### src/rtl/logic32_pkg.sv
// Shared opcodes, default width and opcode decode for the 32-bit logic unit.
// Optional XOR support is enabled by defining LOGIC32_XOR_EN.
package logic32_pkg;

    localparam int DEFAULT_WIDTH = 32;

    localparam logic [7:0] OP_AND32 = 8'h02;
    localparam logic [7:0] OP_OR32  = 8'h03;
    localparam logic [7:0] OP_XOR32 = 8'h04;
    localparam logic [7:0] OP_NOR32 = 8'h05;

    // True for every opcode this unit executes; XOR is only legal when the feature is built in.
    function automatic logic is_logic_op(input logic [7:0] op);
        logic legal;
        legal = 1'b0;
        case (op)
            OP_AND32: legal = 1'b1;
            OP_OR32:  legal = 1'b1;
            OP_NOR32: legal = 1'b1;
`ifdef LOGIC32_XOR_EN
            OP_XOR32: legal = 1'b1;
`endif
            default:  legal = 1'b0;
        endcase
        return legal;
    endfunction

endpackage

### src/rtl/logic32_if.sv
// Operand/opcode request and registered result bus of the logic unit.
// Signal set is independent of LOGIC32_XOR_EN.
interface logic32_if
    import logic32_pkg::*;
#(
    parameter int WIDTH = DEFAULT_WIDTH
);
    logic             in_valid;
    logic [7:0]       alu_op;
    logic [WIDTH-1:0] in1;
    logic [WIDTH-1:0] in2;
    logic             out_valid;
    logic [WIDTH-1:0] result;
    logic             zero;
    logic             illegal_op;

    modport master (
        output in_valid, alu_op, in1, in2,
        input  out_valid, result, zero, illegal_op
    );

    modport slave (
        input  in_valid, alu_op, in1, in2,
        output out_valid, result, zero, illegal_op
    );
endinterface

### src/rtl/logic32_gate_bank.sv
// Purely combinational bank of bitwise gates feeding the logic unit's result mux.
// The XOR output exists only when LOGIC32_XOR_EN is defined.
module logic32_gate_bank #(
    parameter int WIDTH = 32
) (
    input  logic [WIDTH-1:0] in1,
    input  logic [WIDTH-1:0] in2,
    output logic [WIDTH-1:0] and_o,
    output logic [WIDTH-1:0] or_o,
`ifdef LOGIC32_XOR_EN
    output logic [WIDTH-1:0] xor_o,
`endif
    output logic [WIDTH-1:0] nor_o
);
    assign and_o = in1 & in2;
    assign or_o  = in1 | in2;
    assign nor_o = ~(in1 | in2);
`ifdef LOGIC32_XOR_EN
    assign xor_o = in1 ^ in2;
`endif
endmodule

### src/rtl/logic32_unit.sv
// Registered bitwise logic unit (AND/OR/NOR, optional XOR via LOGIC32_XOR_EN)
// with zero flag, illegal-opcode flag and a one-cycle valid strobe.
module logic32_unit
    import logic32_pkg::*;
#(
    parameter int WIDTH = DEFAULT_WIDTH
) (
    input logic      clk,
    input logic      rst,
    logic32_if.slave bus
);
    logic [WIDTH-1:0] and_w;
    logic [WIDTH-1:0] or_w;
    logic [WIDTH-1:0] nor_w;
`ifdef LOGIC32_XOR_EN
    logic [WIDTH-1:0] xor_w;
`endif
    logic [WIDTH-1:0] op_res;

    logic             out_valid_d, out_valid_q;
    logic [WIDTH-1:0] result_d, result_q;
    logic             zero_d, zero_q;
    logic             illegal_op_d, illegal_op_q;

    logic32_gate_bank #(.WIDTH(WIDTH)) u_gates (
        .in1   (bus.in1),
        .in2   (bus.in2),
        .and_o (and_w),
        .or_o  (or_w),
`ifdef LOGIC32_XOR_EN
        .xor_o (xor_w),
`endif
        .nor_o (nor_w)
    );

    // Unselected and unsupported opcodes yield zero so operand X never reaches the result.
    always_comb begin
        op_res = '0;
        case (bus.alu_op)
            OP_AND32: op_res = and_w;
            OP_OR32:  op_res = or_w;
            OP_NOR32: op_res = nor_w;
`ifdef LOGIC32_XOR_EN
            OP_XOR32: op_res = xor_w;
`endif
            default:  op_res = '0;
        endcase
    end

    always_comb begin
        out_valid_d  = 1'b0;
        result_d     = result_q;
        zero_d       = zero_q;
        illegal_op_d = illegal_op_q;
        if (bus.in_valid) begin
            out_valid_d = 1'b1;
            if (is_logic_op(bus.alu_op)) begin
                result_d     = op_res;
                zero_d       = (op_res == '0);
                illegal_op_d = 1'b0;
            end else begin
                result_d     = '0;
                zero_d       = 1'b1;
                illegal_op_d = 1'b1;
            end
        end
    end

    always_ff @(posedge clk) begin
        if (rst) begin
            out_valid_q  <= 1'b0;
            result_q     <= '0;
            zero_q       <= 1'b0;
            illegal_op_q <= 1'b0;
        end else begin
            out_valid_q  <= out_valid_d;
            result_q     <= result_d;
            zero_q       <= zero_d;
            illegal_op_q <= illegal_op_d;
        end
    end

    assign bus.out_valid  = out_valid_q;
    assign bus.result     = result_q;
    assign bus.zero       = zero_q;
    assign bus.illegal_op = illegal_op_q;
endmodule

### src/flat_wrapper.sv
// flat-port wrapper written by rule: the top's interface ports become plain ports
module logic32_unit_flat import logic32_pkg::*;
#(
    parameter int WIDTH = DEFAULT_WIDTH
)
  (clk, rst, bus_in_valid, bus_alu_op, bus_in1, bus_in2, bus_out_valid, bus_result, bus_zero, bus_illegal_op);
  logic32_if #(.WIDTH(WIDTH)) bus_i ();
  input logic clk;
  input logic rst;
  input wire logic [$bits(bus_i.in_valid)-1:0] bus_in_valid;
  input wire logic [$bits(bus_i.alu_op)-1:0] bus_alu_op;
  input wire logic [$bits(bus_i.in1)-1:0] bus_in1;
  input wire logic [$bits(bus_i.in2)-1:0] bus_in2;
  output wire logic [$bits(bus_i.out_valid)-1:0] bus_out_valid;
  output wire logic [$bits(bus_i.result)-1:0] bus_result;
  output wire logic [$bits(bus_i.zero)-1:0] bus_zero;
  output wire logic [$bits(bus_i.illegal_op)-1:0] bus_illegal_op;
  assign bus_i.in_valid = bus_in_valid;
  assign bus_i.alu_op = bus_alu_op;
  assign bus_i.in1 = bus_in1;
  assign bus_i.in2 = bus_in2;
  assign bus_out_valid = bus_i.out_valid;
  assign bus_result = bus_i.result;
  assign bus_zero = bus_i.zero;
  assign bus_illegal_op = bus_i.illegal_op;
  logic32_unit #(.WIDTH(WIDTH)) u_core (.clk(clk), .rst(rst), .bus(bus_i));
endmodule
### config.mk
export PLATFORM = sky130hd
export DESIGN_NAME = logic32_unit_flat
export DESIGN_NICKNAME = d
export VERILOG_FILES = /design/src/rtl/logic32_pkg.sv /design/src/rtl/logic32_if.sv /design/src/rtl/logic32_gate_bank.sv /design/src/rtl/logic32_unit.sv /design/src/flat_wrapper.sv
export SDC_FILE = /design/constraint.sdc
export NUM_CORES = 1
export LEC_CHECK = 0
export BUFFER_PORTS_ARGS = -buffer_cell sky130_fd_sc_hd__buf_4
export CAP_MARGIN = 20
export CORE_MARGIN = 3
export CORE_UTILIZATION = 46
export CTS_BUF_LIST = sky130_fd_sc_hd__clkbuf_16
export CTS_CLUSTER_DIAMETER = 120
export DETAILED_ROUTE_END_ITERATION = 16
export PLACE_DENSITY_LB_ADDON = 0.08
export SYNTH_ARGS = -nofsm -noshare
export SYNTH_HDL_FRONTEND = slang
export SYNTH_SLANG_ARGS = --single-unit
### constraint.sdc
create_clock -name clk -period 1.8 [get_ports clk]
set_input_delay 0.18 -clock clk [delete_from_list [all_inputs] [get_ports clk]]
set_output_delay 0.18 -clock clk [all_outputs]
set_load 0.01 [all_outputs]
==> flow_metrics.tcl <==
set metrics [dict create \
    p_leak_uw 0.00136 \
    ys_types 29 \
    core-area_um2 4440 \
    min_period_ps 1720 \
    synthTopCellsByArea "dfxtp_1 (32%), a22oi_1 (9.3%), maj3_1 (8.8%), maj3_2 (6.7%), nor2_1 (6.7%)" \
    ys_seq_elements 35 \
    timing.rr.start "u_core.bus.result[19]" \
    synth_edf_count 0 \
    ir_worst_vdd_mv 0.397 \
    yosys.area_share.simple 0.227 \
    grt_pass1_vias 2178 \
    nFillCells 358 \
    max_slew_margin 0.707 \
    cpPeakStageDelay_ps 310 \
    power_density_nw_per_um2 712 \
    htree_levels 2 \
    first_iter_violations 290 \
    reg2reg_setup_slack_ps 1070 \
    io_buffers 109 \
    crit_chain "buf_4 -> buf_6 -> maj3_2 -> a22oi_1 -> nand4_1 -> nor4_2 -> nand4_1 -> a211oi_2" \
    worst_slew_pin_slew_ps 434 \
    finalHoldViolCount 0 \
    ios 110 \
    via_per_inst 5.68 \
    drcViolationCount 0 \
    cts-buffers-inserted 5 \
    synth_xor_xnor_area_share 0 \
    startpoint_type "input port" \
    synth_fa_ha_area_frac 0.155 \
    cp_top_family "simple AND/OR/NAND/NOR gates" \
    endpoint_kind "flop" \
    worst-path-buf-inv 2 \
    grt-busiest-layer "met2" \
    use_met2 0.369 \
    hold_start "bus_in_valid" \
    finalCritPeriodShare 0.954 \
    finClkSkew_ps 0 \
    drive_above_1_share 0.422 \
    yosysWarnings 0 \
    initial_core_util 0.489 \
    async_reset_ff_frac 0 \
    yosysTopAreaCell "dfxtp_1" \
    syn2layout_area_growth_pct 53.2 \
    antenna_found_initial 0 \
    hp-class "in2reg" \
    ys_seq_area_frac 0.323 \
    synth_most_common_cell "nor2_1" \
    netlist_instances 266 \
    maxCapViolCount 0 \
    place_inst 420 \
    multi_input_area_um2 1400 \
    n_antenna_cell 0 \
    drtAntennaViolNets 0 \
    crit_type "in2reg" \
    routedWlPerCell_um 16.0 \
    place_congestion 0.868 \
    finalSetupTns_ps 0 \
    drt_pass1_iterations 5 \
    synthMuxAreaShare 0 \
    cts_tree "done" \
    die_x_um 74.7 \
    vias 2437 \
    ys_top_cells_by_count "nor2_1 (39), dfxtp_1 (35), a22oi_1 (27), nand2_1 (27), a21oi_1 (21)" \
    worstSkewPairLatency_ps 280 \
    arrival_ps 1930 \
    rows 24 \
    max_freq_mhz 582 \
    slowest_stage "maj3_2" \
    cp_max_fo 18 \
    hold-worst-slack_ps 228 \
    nets 451 \
    p_total_uw 2370 \
    clock_sinks 35 \
    min_to "u_core.bus.illegal_op" \
    crit_top_cell "nand4_1" \
    met1_usage 0.323 \
    timing.rr.end "u_core.bus.result[19]" \
    hold_depth 3 \
    grt_use_total 0.238 \
    synthFlopType "dfxtp_1" \
    synth-compound-area-share 0.240 \
    setup_viol 0 \
    syn_area_um2 2170 \
    die_h_um 74.7 \
    yosysTopAreaCellShare 0.323 \
    reg2regPathDepth 3 \
    grt_max_degree 36 \
    clockRootBuffer "clkbuf_16" \
    seqCellArea_um2 701 \
    clk_pin_slew_ps 60 \
    gr-total-overflow 0 \
    dieArea_um2 5580 \
    wl_um 6870 \
    cts.path.max_buffers 2 \
    drv_slew 0 \
    required_ps 2010 \
    synth_nets 341 \
    status "finished clean" \
    synth_top_family_by_area "compound AO/OA/AOI/OAI gates" \
    startpoint "bus_alu_op[0]" \
    grt_util_met3 0.0628 \
    grt_pass1_wl_um 10200 \
    hpwl_um 4870 \
    syn_avg_cell_area_um2 8.17 \
    instances_no_fill 429 \
]
[metrics by stage]
step                setup WS (ps)  utilization  cell area (um2)
finish                       82.9        0.749             3330
CTS                          12.8        0.738             3280
global route                -21.4        0.749             3330
global placement             -131        0.694             3090
floorplan                     150            -             2170
detailed placement           -173        0.694             3090
[report_power, final]
| part | internal, uW | leakage, uW | switching [uW] |
|---|---|---|---|
| registers | 780 | 0.000283 | 3.22 |
| logic | 235 | 0.000986 | 207 |
| clock network | 793 | 0.0000900 | 350 |
[worst reg2reg max path, delay by kind of cell, from the launching register on]
family	cells	cell delay (ps)
flops	1	300
simple gates	2	180
compound gates	1	120
[state kept, by name, summed over array words and instances (netlist names)]
register / flops
u_core.bus.result: 32
u_core.bus.illegal_op: 1
u_core.bus.out_valid: 1
u_core.bus.zero: 1
[area by class of cell]
type                            count  share of cell area
Inverter                            1             0.00113
Timing Repair Buffer              125               0.292
Tap cell                           52              0.0195
Multi-Input combinational cell    208               0.419
Clock inverter                      3              0.0203
Clock buffer                        5              0.0376
Sequential cell                    35               0.211
[cells by family after synthesis]
logic type,after synthesis
AND/OR/NAND/NOR,103
AO/OA/AOI/OAI,73
buffers and inverters,23
flip-flops,35
adder cells (fa/ha/maj),32
[cells in the final DEF (no fill, tap or decap), types with 13 or more instances in the layout]
| master | instances |
|---|---|
| dfxtp_1 | 35 |
| maj3_2 | 13 |
| nand2b_1 | 14 |
| maj3_1 | 19 |
| a22oi_1 | 24 |
| nand2_1 | 27 |
| a21oi_1 | 21 |
| buf_4 | 121 |
| o31ai_1 | 13 |
| nor2_1 | 39 |
[repair_timing]
item / in CTS / in global routing
hold endpoints to repair: 0 / 0
setup buffers: 0 / 1
setup endpoints to repair: 0 / 1
hold buffers: 0 / 0
resized for setup: 0 / 9
[worst max path at each step]
stage | endpoint | slack (ps) | depth (start not counted)
final | u_core.bus.zero | 80 | 8
after detailed placement | u_core.bus.zero | -170 | 8
after global placement | u_core.bus.zero | -130 | 8
after global routing | u_core.bus.zero | -20 | 8
after CTS | u_core.bus.zero | 10 | 8
after floorplan | u_core.bus.zero | 150 | 8
[per-layer routing]
layer  vias to the layer above  share of wire
met5                         -              0
met4                         0          0.017
met3                        13          0.090
met2                       123           0.48
met1                      1109           0.41
li1                       1192              -
Power figures use the tool's default switching activity.
